File: config.mk
export PLATFORM = sky130hd
export DESIGN_NAME = fsm1_pulse_monitor_flat
export DESIGN_NICKNAME = d
export VERILOG_FILES = /design/src/rtl/fsm1_pulse_monitor_if.sv /design/src/rtl/fsm1_pulse_monitor.sv /design/src/flat_wrapper.sv
export SDC_FILE = /design/constraint.sdc
export NUM_CORES = 1
export LEC_CHECK = 0
export ABC_AREA = 1
export BUFFER_PORTS_ARGS = -buffer_cell sky130_fd_sc_hd__buf_4
export CAP_MARGIN = 20
export CELL_PAD_IN_SITES_DETAIL_PLACEMENT = 0
export CELL_PAD_IN_SITES_GLOBAL_PLACEMENT = 2
export CORE_MARGIN = 3
export CORE_UTILIZATION = 34
export CTS_CLUSTER_SIZE = 20
export DETAILED_ROUTE_END_ITERATION = 8
export MAX_ROUTING_LAYER = met4
export PLACE_DENSITY = 0.82
export SLEW_MARGIN = 10
export SYNTH_ARGS = -nofsm -noshare
export SYNTH_HDL_FRONTEND = slang
export SYNTH_SLANG_ARGS = --single-unit
export TNS_END_PERCENT = 1
File: constraint.sdc
create_clock -name GCLK_Pad -period 2.33 [get_ports GCLK_Pad]
set_clock_uncertainty 0.2 [all_clocks]
set_input_delay 0.233 -clock GCLK_Pad [delete_from_list [all_inputs] [get_ports GCLK_Pad]]
set_output_delay 0.233 -clock GCLK_Pad [all_outputs]
set_load 0.01 [all_outputs]
File: src/rtl/fsm1_pulse_monitor_if.sv
// rtl/fsm1_pulse_monitor_if.sv - observation pulses in, captured window words out
//   tick_Pad                       : window boundary strobe (master -> slave)
//   state_obs0/1_Pad, output1_Pad  : single-cycle observation pulses (master -> slave)
//   rd_ready                       : reader accepts rd_data (master -> slave)
//   rd_valid, rd_data[3:0]         : FIFO head word (slave -> master)
//   overflow, out1_count, fill_level : status (slave -> master)
interface fsm1_pulse_monitor_if #(
  parameter int DEPTH = 4,
  parameter int CNT_W = 8
);
  localparam int FW = $clog2(DEPTH) + 1;

  logic             tick_Pad;
  logic             state_obs0_Pad;
  logic             state_obs1_Pad;
  logic             output1_Pad;
  logic             rd_ready;
  logic             rd_valid;
  logic [3:0]       rd_data;
  logic             overflow;
  logic [CNT_W-1:0] out1_count;
  logic [FW-1:0]    fill_level;

  modport master (
    output tick_Pad, state_obs0_Pad, state_obs1_Pad, output1_Pad, rd_ready,
    input  rd_valid, rd_data, overflow, out1_count, fill_level
  );

  modport slave (
    input  tick_Pad, state_obs0_Pad, state_obs1_Pad, output1_Pad, rd_ready,
    output rd_valid, rd_data, overflow, out1_count, fill_level
  );
endinterface

File: src/rtl/fsm1_pulse_monitor.sv
// rtl/fsm1_pulse_monitor.sv - per-window FSM pulse capture into a small FIFO
//   GCLK_Pad  : sampling clock, rising edge
//   reset_Pad : asynchronous active-high reset
//   bus       : fsm1_pulse_monitor_if.slave (pulses and tick in, FIFO head and status out)
module fsm1_pulse_monitor #(
  parameter int DEPTH = 4,
  parameter int CNT_W = 8
) (
  input  logic                 GCLK_Pad,
  input  logic                 reset_Pad,
  fsm1_pulse_monitor_if.slave  bus
);
  localparam int AW = $clog2(DEPTH);

  typedef enum logic {UNARMED = 1'b0, OPEN = 1'b1} state_t;

  state_t           state_q, state_d;
  logic [2:0]       sticky_q, sticky_d;
  logic             err_q, err_d;
  logic [3:0]       mem_q [DEPTH];
  logic [3:0]       mem_d [DEPTH];
  logic [AW-1:0]    wr_ptr_q, wr_ptr_d;
  logic [AW-1:0]    rd_ptr_q, rd_ptr_d;
  logic [AW:0]      count_q, count_d;
  logic             overflow_q, overflow_d;
  logic [CNT_W-1:0] out1_cnt_q, out1_cnt_d;

  logic [2:0] pulses;
  logic [3:0] word;
  logic       full;
  logic       pop;
  logic       push_acc;

  assign pulses = {bus.output1_Pad, bus.state_obs1_Pad, bus.state_obs0_Pad};
  assign full   = (count_q == (AW+1)'(DEPTH));
  assign pop    = (count_q != '0) && bus.rd_ready;

  // Window contents including this cycle's pulses; a pulse on a line that is
  // already sticky is a repeat within the window and raises the error bit.
  assign word = {err_q | (|(sticky_q & pulses)), sticky_q | pulses};

  always_comb begin
    state_d    = state_q;
    sticky_d   = sticky_q;
    err_d      = err_q;
    mem_d      = mem_q;
    wr_ptr_d   = wr_ptr_q;
    rd_ptr_d   = rd_ptr_q;
    overflow_d = overflow_q;
    out1_cnt_d = out1_cnt_q;
    push_acc   = 1'b0;

    if (state_q == UNARMED) begin
      // Pulses before the first tick belong to no complete window.
      if (bus.tick_Pad) state_d = OPEN;
    end else if (bus.tick_Pad) begin
      sticky_d = '0;
      err_d    = 1'b0;
      // A same-cycle pop frees a slot, so a full FIFO can still accept.
      if (!full || pop) begin
        push_acc        = 1'b1;
        mem_d[wr_ptr_q] = word;
        wr_ptr_d        = wr_ptr_q + AW'(1);
      end else begin
        overflow_d = 1'b1;
      end
      // Counted on every closed window, dropped or not.
      if (word[2] && (out1_cnt_q != '1)) out1_cnt_d = out1_cnt_q + CNT_W'(1);
    end else begin
      sticky_d = word[2:0];
      err_d    = word[3];
    end

    if (pop) rd_ptr_d = rd_ptr_q + AW'(1);

    case ({push_acc, pop})
      2'b10:   count_d = count_q + (AW+1)'(1);
      2'b01:   count_d = count_q - (AW+1)'(1);
      default: count_d = count_q;
    endcase
  end

  always_ff @(posedge GCLK_Pad or posedge reset_Pad) begin
    if (reset_Pad) begin
      state_q    <= UNARMED;
      sticky_q   <= '0;
      err_q      <= 1'b0;
      mem_q      <= '{default: '0};
      wr_ptr_q   <= '0;
      rd_ptr_q   <= '0;
      count_q    <= '0;
      overflow_q <= 1'b0;
      out1_cnt_q <= '0;
    end else begin
      state_q    <= state_d;
      sticky_q   <= sticky_d;
      err_q      <= err_d;
      mem_q      <= mem_d;
      wr_ptr_q   <= wr_ptr_d;
      rd_ptr_q   <= rd_ptr_d;
      count_q    <= count_d;
      overflow_q <= overflow_d;
      out1_cnt_q <= out1_cnt_d;
    end
  end

  assign bus.rd_valid   = (count_q != '0);
  assign bus.rd_data    = (count_q != '0) ? mem_q[rd_ptr_q] : 4'b0000;
  assign bus.overflow   = overflow_q;
  assign bus.out1_count = out1_cnt_q;
  assign bus.fill_level = count_q;
endmodule

File: src/flat_wrapper.sv
// flat-port wrapper written by rule: the top's interface ports become plain ports
module fsm1_pulse_monitor_flat 
#(
  parameter int DEPTH = 4,
  parameter int CNT_W = 8
)
  (GCLK_Pad, reset_Pad, bus_tick_Pad, bus_state_obs0_Pad, bus_state_obs1_Pad, bus_output1_Pad, bus_rd_ready, bus_rd_valid, bus_rd_data, bus_overflow, bus_out1_count, bus_fill_level);
  fsm1_pulse_monitor_if #(.DEPTH(DEPTH), .CNT_W(CNT_W)) bus_i ();
  input  logic GCLK_Pad;
  input  logic reset_Pad;
  input wire logic [$bits(bus_i.tick_Pad)-1:0] bus_tick_Pad;
  input wire logic [$bits(bus_i.state_obs0_Pad)-1:0] bus_state_obs0_Pad;
  input wire logic [$bits(bus_i.state_obs1_Pad)-1:0] bus_state_obs1_Pad;
  input wire logic [$bits(bus_i.output1_Pad)-1:0] bus_output1_Pad;
  input wire logic [$bits(bus_i.rd_ready)-1:0] bus_rd_ready;
  output wire logic [$bits(bus_i.rd_valid)-1:0] bus_rd_valid;
  output wire logic [$bits(bus_i.rd_data)-1:0] bus_rd_data;
  output wire logic [$bits(bus_i.overflow)-1:0] bus_overflow;
  output wire logic [$bits(bus_i.out1_count)-1:0] bus_out1_count;
  output wire logic [$bits(bus_i.fill_level)-1:0] bus_fill_level;
  assign bus_i.tick_Pad = bus_tick_Pad;
  assign bus_i.state_obs0_Pad = bus_state_obs0_Pad;
  assign bus_i.state_obs1_Pad = bus_state_obs1_Pad;
  assign bus_i.output1_Pad = bus_output1_Pad;
  assign bus_i.rd_ready = bus_rd_ready;
  assign bus_rd_valid = bus_i.rd_valid;
  assign bus_rd_data = bus_i.rd_data;
  assign bus_overflow = bus_i.overflow;
  assign bus_out1_count = bus_i.out1_count;
  assign bus_fill_level = bus_i.fill_level;
  fsm1_pulse_monitor #(.DEPTH(DEPTH), .CNT_W(CNT_W)) u_core (.GCLK_Pad(GCLK_Pad), .reset_Pad(reset_Pad), .bus(bus_i));
endmodule
==> results.txt <==
Global routing used 21.3% of the available met2 tracks. The total cell area at the placement stage is 2210 um2. After clock tree synthesis, the clock-pin slew on the worst setup and hold paths is around 70 ps. In this run the tool buffered the top-level ports with 23 buffer cells. The sum of buffers and inverters on the critical path is 4.

The placeable core area came out at 5570 um2. For the pin with the worst max-slew slack, the measured transition is 487 ps. The HPWL after detailed placement is 2.89 mm. The critical path starts at bus_tick_Pad. Summed over all failing endpoints, the final setup total negative slack is 0 ps.

The number of clock sinks seen by CTS is 37. The area of the die is 6760 um2. The largest net degree at the start of global routing came out at 38.

At the end of the flow the core is filled with cells to roughly 42%. Across the VDD grid, the largest voltage drop is between 0.6 and 0.7 mV. The proportion of synthesized chip area in sequential cells is 46.9%.

The first global-routing pass estimated 6.86 mm of wire. The area occupied by registers is 926 um2. The number of nets handed over by synthesis was 255. The required arrival time at the worst endpoint is around 2300 ps. Across all setup checks in the final design, the least slack found is 156 ps. Setup repair after global routing left no endpoint under its margin. 24 I/O pins were placed. The combined global-route utilization of all metal layers is 13.9%. The register bit count reported by yosys is 37. The register-to-register path setup slack came out at 240 ps. The placement row count came out at 27. The highest fanout seen on the critical path is 3. The areal power density over the cells is between 1000 and 1500 nW/um2.

The leakage dissipation is ~0.0012 uW. The achievable frequency came out at 460 MHz. The worst setup path is launched from a primary input. The mean cell area of the mapped netlist is 8.20 um2.

The number of buffers created by CTS is 5. The type of the worst setup path is primary input to register. The layout overhead on the synthesized area is 19.8%. The floorplan step set the die height to 82.2 um. Summing all multi-input logic gate instances after layout gives 851 um2. The cell depth of the worst min-delay path came out at 4. 0 antenna diodes ended up in the layout. At the later pin of the worst-skew pair, clock insertion delay measures 290 ps. The slowest cell on the critical path is sky130_fd_sc_hd__dlygate4sd3_1.

In this run the tightest slew margin relative to its limit is 67.5%. The number of global-route vias before repair came out at 1444. The synthesized instance count came out at 241. The average routed wire per standard cell is ~12 um. The number of max-slew violations in the final report came to 0. The worst-case reg-to-reg path depth came out at 9. The final standard cell area without fillers is 2370 um2. The distinct cell type count of the synthesized netlist is 31. The stage delay of the slowest cell on the critical path is 530 ps.

The die is 82.2 um wide. In this run the worst hold path is classified as primary input to register. Leaving out fill and tap cells, the most frequent cell in the layout is sky130_fd_sc_hd__nand2_1. At the worst endpoint, the arrival time is roughly 2100 ps. The met1 track demand over resource came out at roughly 18%.

TritonCTS built the clock tree. The number of filler cells placed in the layout came out at 570. At the end of routability-driven placement, the weighted congestion stood at 0.723.

In this run the critical register-to-register path is launched from u_core.bus.fill_level[0]$_DFFE_PP0P_. The part of the cycle the worst path needs is 93.3%. Setup violations remaining at the end of the flow were counted as 0. The number of hold violations in the final report is 0. In the final design database the tool counted 283 nets. Before antenna repair, the detailed router went through 4 iterations. The met3 global-route usage is 3.25%.

The total number of yosys warnings is 0. In this run the most critical hold path is launched from bus_rd_ready. The number of antenna violations at the first check in global routing is 0. The longest clock path from root to sink contains 2 buffers.

The post-route minimum period is about 2200 ps. The library cells used most frequently in the layout, excluding fill and tap cells, are sky130_fd_sc_hd__nand2_1 (57), sky130_fd_sc_hd__dfrtp_1 (37), sky130_fd_sc_hd__inv_1 (35), sky130_fd_sc_hd__buf_4 (26). The kind of end point of the critical path is a register. In this run the clock root is driven by a sky130_fd_sc_hd__clkbuf_8.

The mapped cell area came out at 1980 um2. The number of max-cap violations is 0. The number of violations reported at the end of detailed-routing iteration 0 came out at 58. The run finished with clean final reports. The starting utilization of the core area came out at 35.4%. The total number of H-tree levels came out at 2. The path with the worst hold slack has its endpoint at u_core.bus.overflow$_DFFE_PP0P_. Cells with a size suffix above 1 make up approximately a fifth of the layout. The count of nets left with antenna violations once routing finished came out at 0. After global routing, the most crowded layer is met2. Among cell families on the critical path, the largest total delay comes from buffers and inverters. The wire length after detailed routing came out at 4.08 mm.

The placement-stage worst setup slack came out at around 280 ps. The overflow left after global routing is 0. In this run the critical register-to-register path is captured at u_core.bus.fill_level[2]$_DFFE_PP0P_. Across all layers, the routed design uses 1547 vias.

The critical path goes through dlygate4sd3_1, buf_4, nand2_1, inv_2, nand2_4, ha_1, inv_1, fa_1, a21oi_1, o21ai_0, xor2_1. For this run, design rule violations remaining after detail routing come to 0. The via-per-instance ratio is 4.52.
-- worst min-delay path: cells and delay by family --
kind                   cells  cell delay [ps]
AND/OR/NAND/NOR            2              120
buffers and inverters      1               80
AO/OA/AOI/OAI              1               70
-- cells by family (layout without fill, tap and decap cells) --
family / after synthesis / in the layout / synth area share, %
simple gates: 105 / 105 / 24.7
flops: 37 / 37 / 46.9
buf+inv: 47 / 76 / 10.1
fa+ha+maj: 7 / 7 / 4.81
compound gates: 40 / 40 / 11.0
xor+xnor: 5 / 5 / 2.60
-- flip-flops by register name, summed over array words and instances, names as in the netlist --
signal,cells
u_core.mem_q,16
u_core.bus.out1_count,8
u_core.bus.fill_level,3
u_core.sticky_q,3
u_core.rd_ptr_q,2
u_core.wr_ptr_q,2
u_core.bus.overflow,1
u_core.err_q,1
u_core.state_q,1
-- worst max path at each step --
stage,end,slack [ps],depth (start not counted)
5_1_grt,u_core.bus.fill_level[2]$_DFFE_PP0P_,70,11
3_3_place_gp,u_core.bus.fill_level[2]$_DFFE_PP0P_,270,9
2_1_floorplan,u_core.bus.fill_level[2]$_DFFE_PP0P_,150,10
4_1_cts,u_core.bus.fill_level[2]$_DFFE_PP0P_,70,11
6_report,u_core.bus.fill_level[2]$_DFFE_PP0P_,160,11
3_5_place_dp,u_core.bus.fill_level[2]$_DFFE_PP0P_,280,9
-- cells in the mapped netlist (all sizes together) --
| library cell | count | area share (%) |
|---|---|---|
| xnor2 | 1 | 0.44 |
| dfrtp | 37 | 47 |
| buf | 5 | 2.0 |
| clkbuf | 2 | 0.44 |
| nand3 | 8 | 2.8 |
| nor2 | 22 | 5.2 |
| clkinv | 1 | 0.19 |
| fa | 1 | 1.0 |
| o21bai | 1 | 0.38 |
| xor2 | 4 | 2.2 |
| ha | 6 | 3.8 |
| nor3 | 5 | 1.5 |
| a21oi | 12 | 3.2 |
| inv | 39 | 7.4 |
| o21ai | 23 | 5.8 |
| o211ai | 4 | 1.5 |
| nand2 | 60 | 12 |
| nand4 | 10 | 3.2 |
-- per-layer routing --
layer,share of wire (%),vias up
li1,-,823
met1,51,697
met2,44,21
met3,3.8,6
met4,1.3,0
met5,0,-
-- report_power, final --
group	internal, uW	leakage [uW]	switching [uW]
Clock	425	0.0000681	236
Combinational	487	0.000664	605
Sequential	892	0.000449	211
Total	1800	0.00118	1050
-- per-stage QoR --
step	hold WS, ps	total power [uW]	cells
CTS	53.3	2900	342
global placement	193	2230	332
floorplan	168	1820	241
global route	67.4	3120	342
finish	58.2	2860	342
detailed placement	189	2220	332
-- final cells by class --
class / instances / area share [%]
Sequential cell: 37 / 39.1
Multi-Input combinational cell: 157 / 36.0
Timing Repair Buffer: 28 / 9.10
Inverter: 40 / 6.35
Tap cell: 72 / 3.81
Clock buffer: 5 / 2.91
Clock inverter: 3 / 2.75
-- what timing repair did --
action | in CTS | in global routing
buffers inserted | 0 | 0
endpoints found under the hold margin | 38 | 0
resized for setup | 0 | 1
hold buffers | 2 | 0
setup endpoints to repair | 0 | 1
No activity file was read; power rests on OpenSTA's default activity.
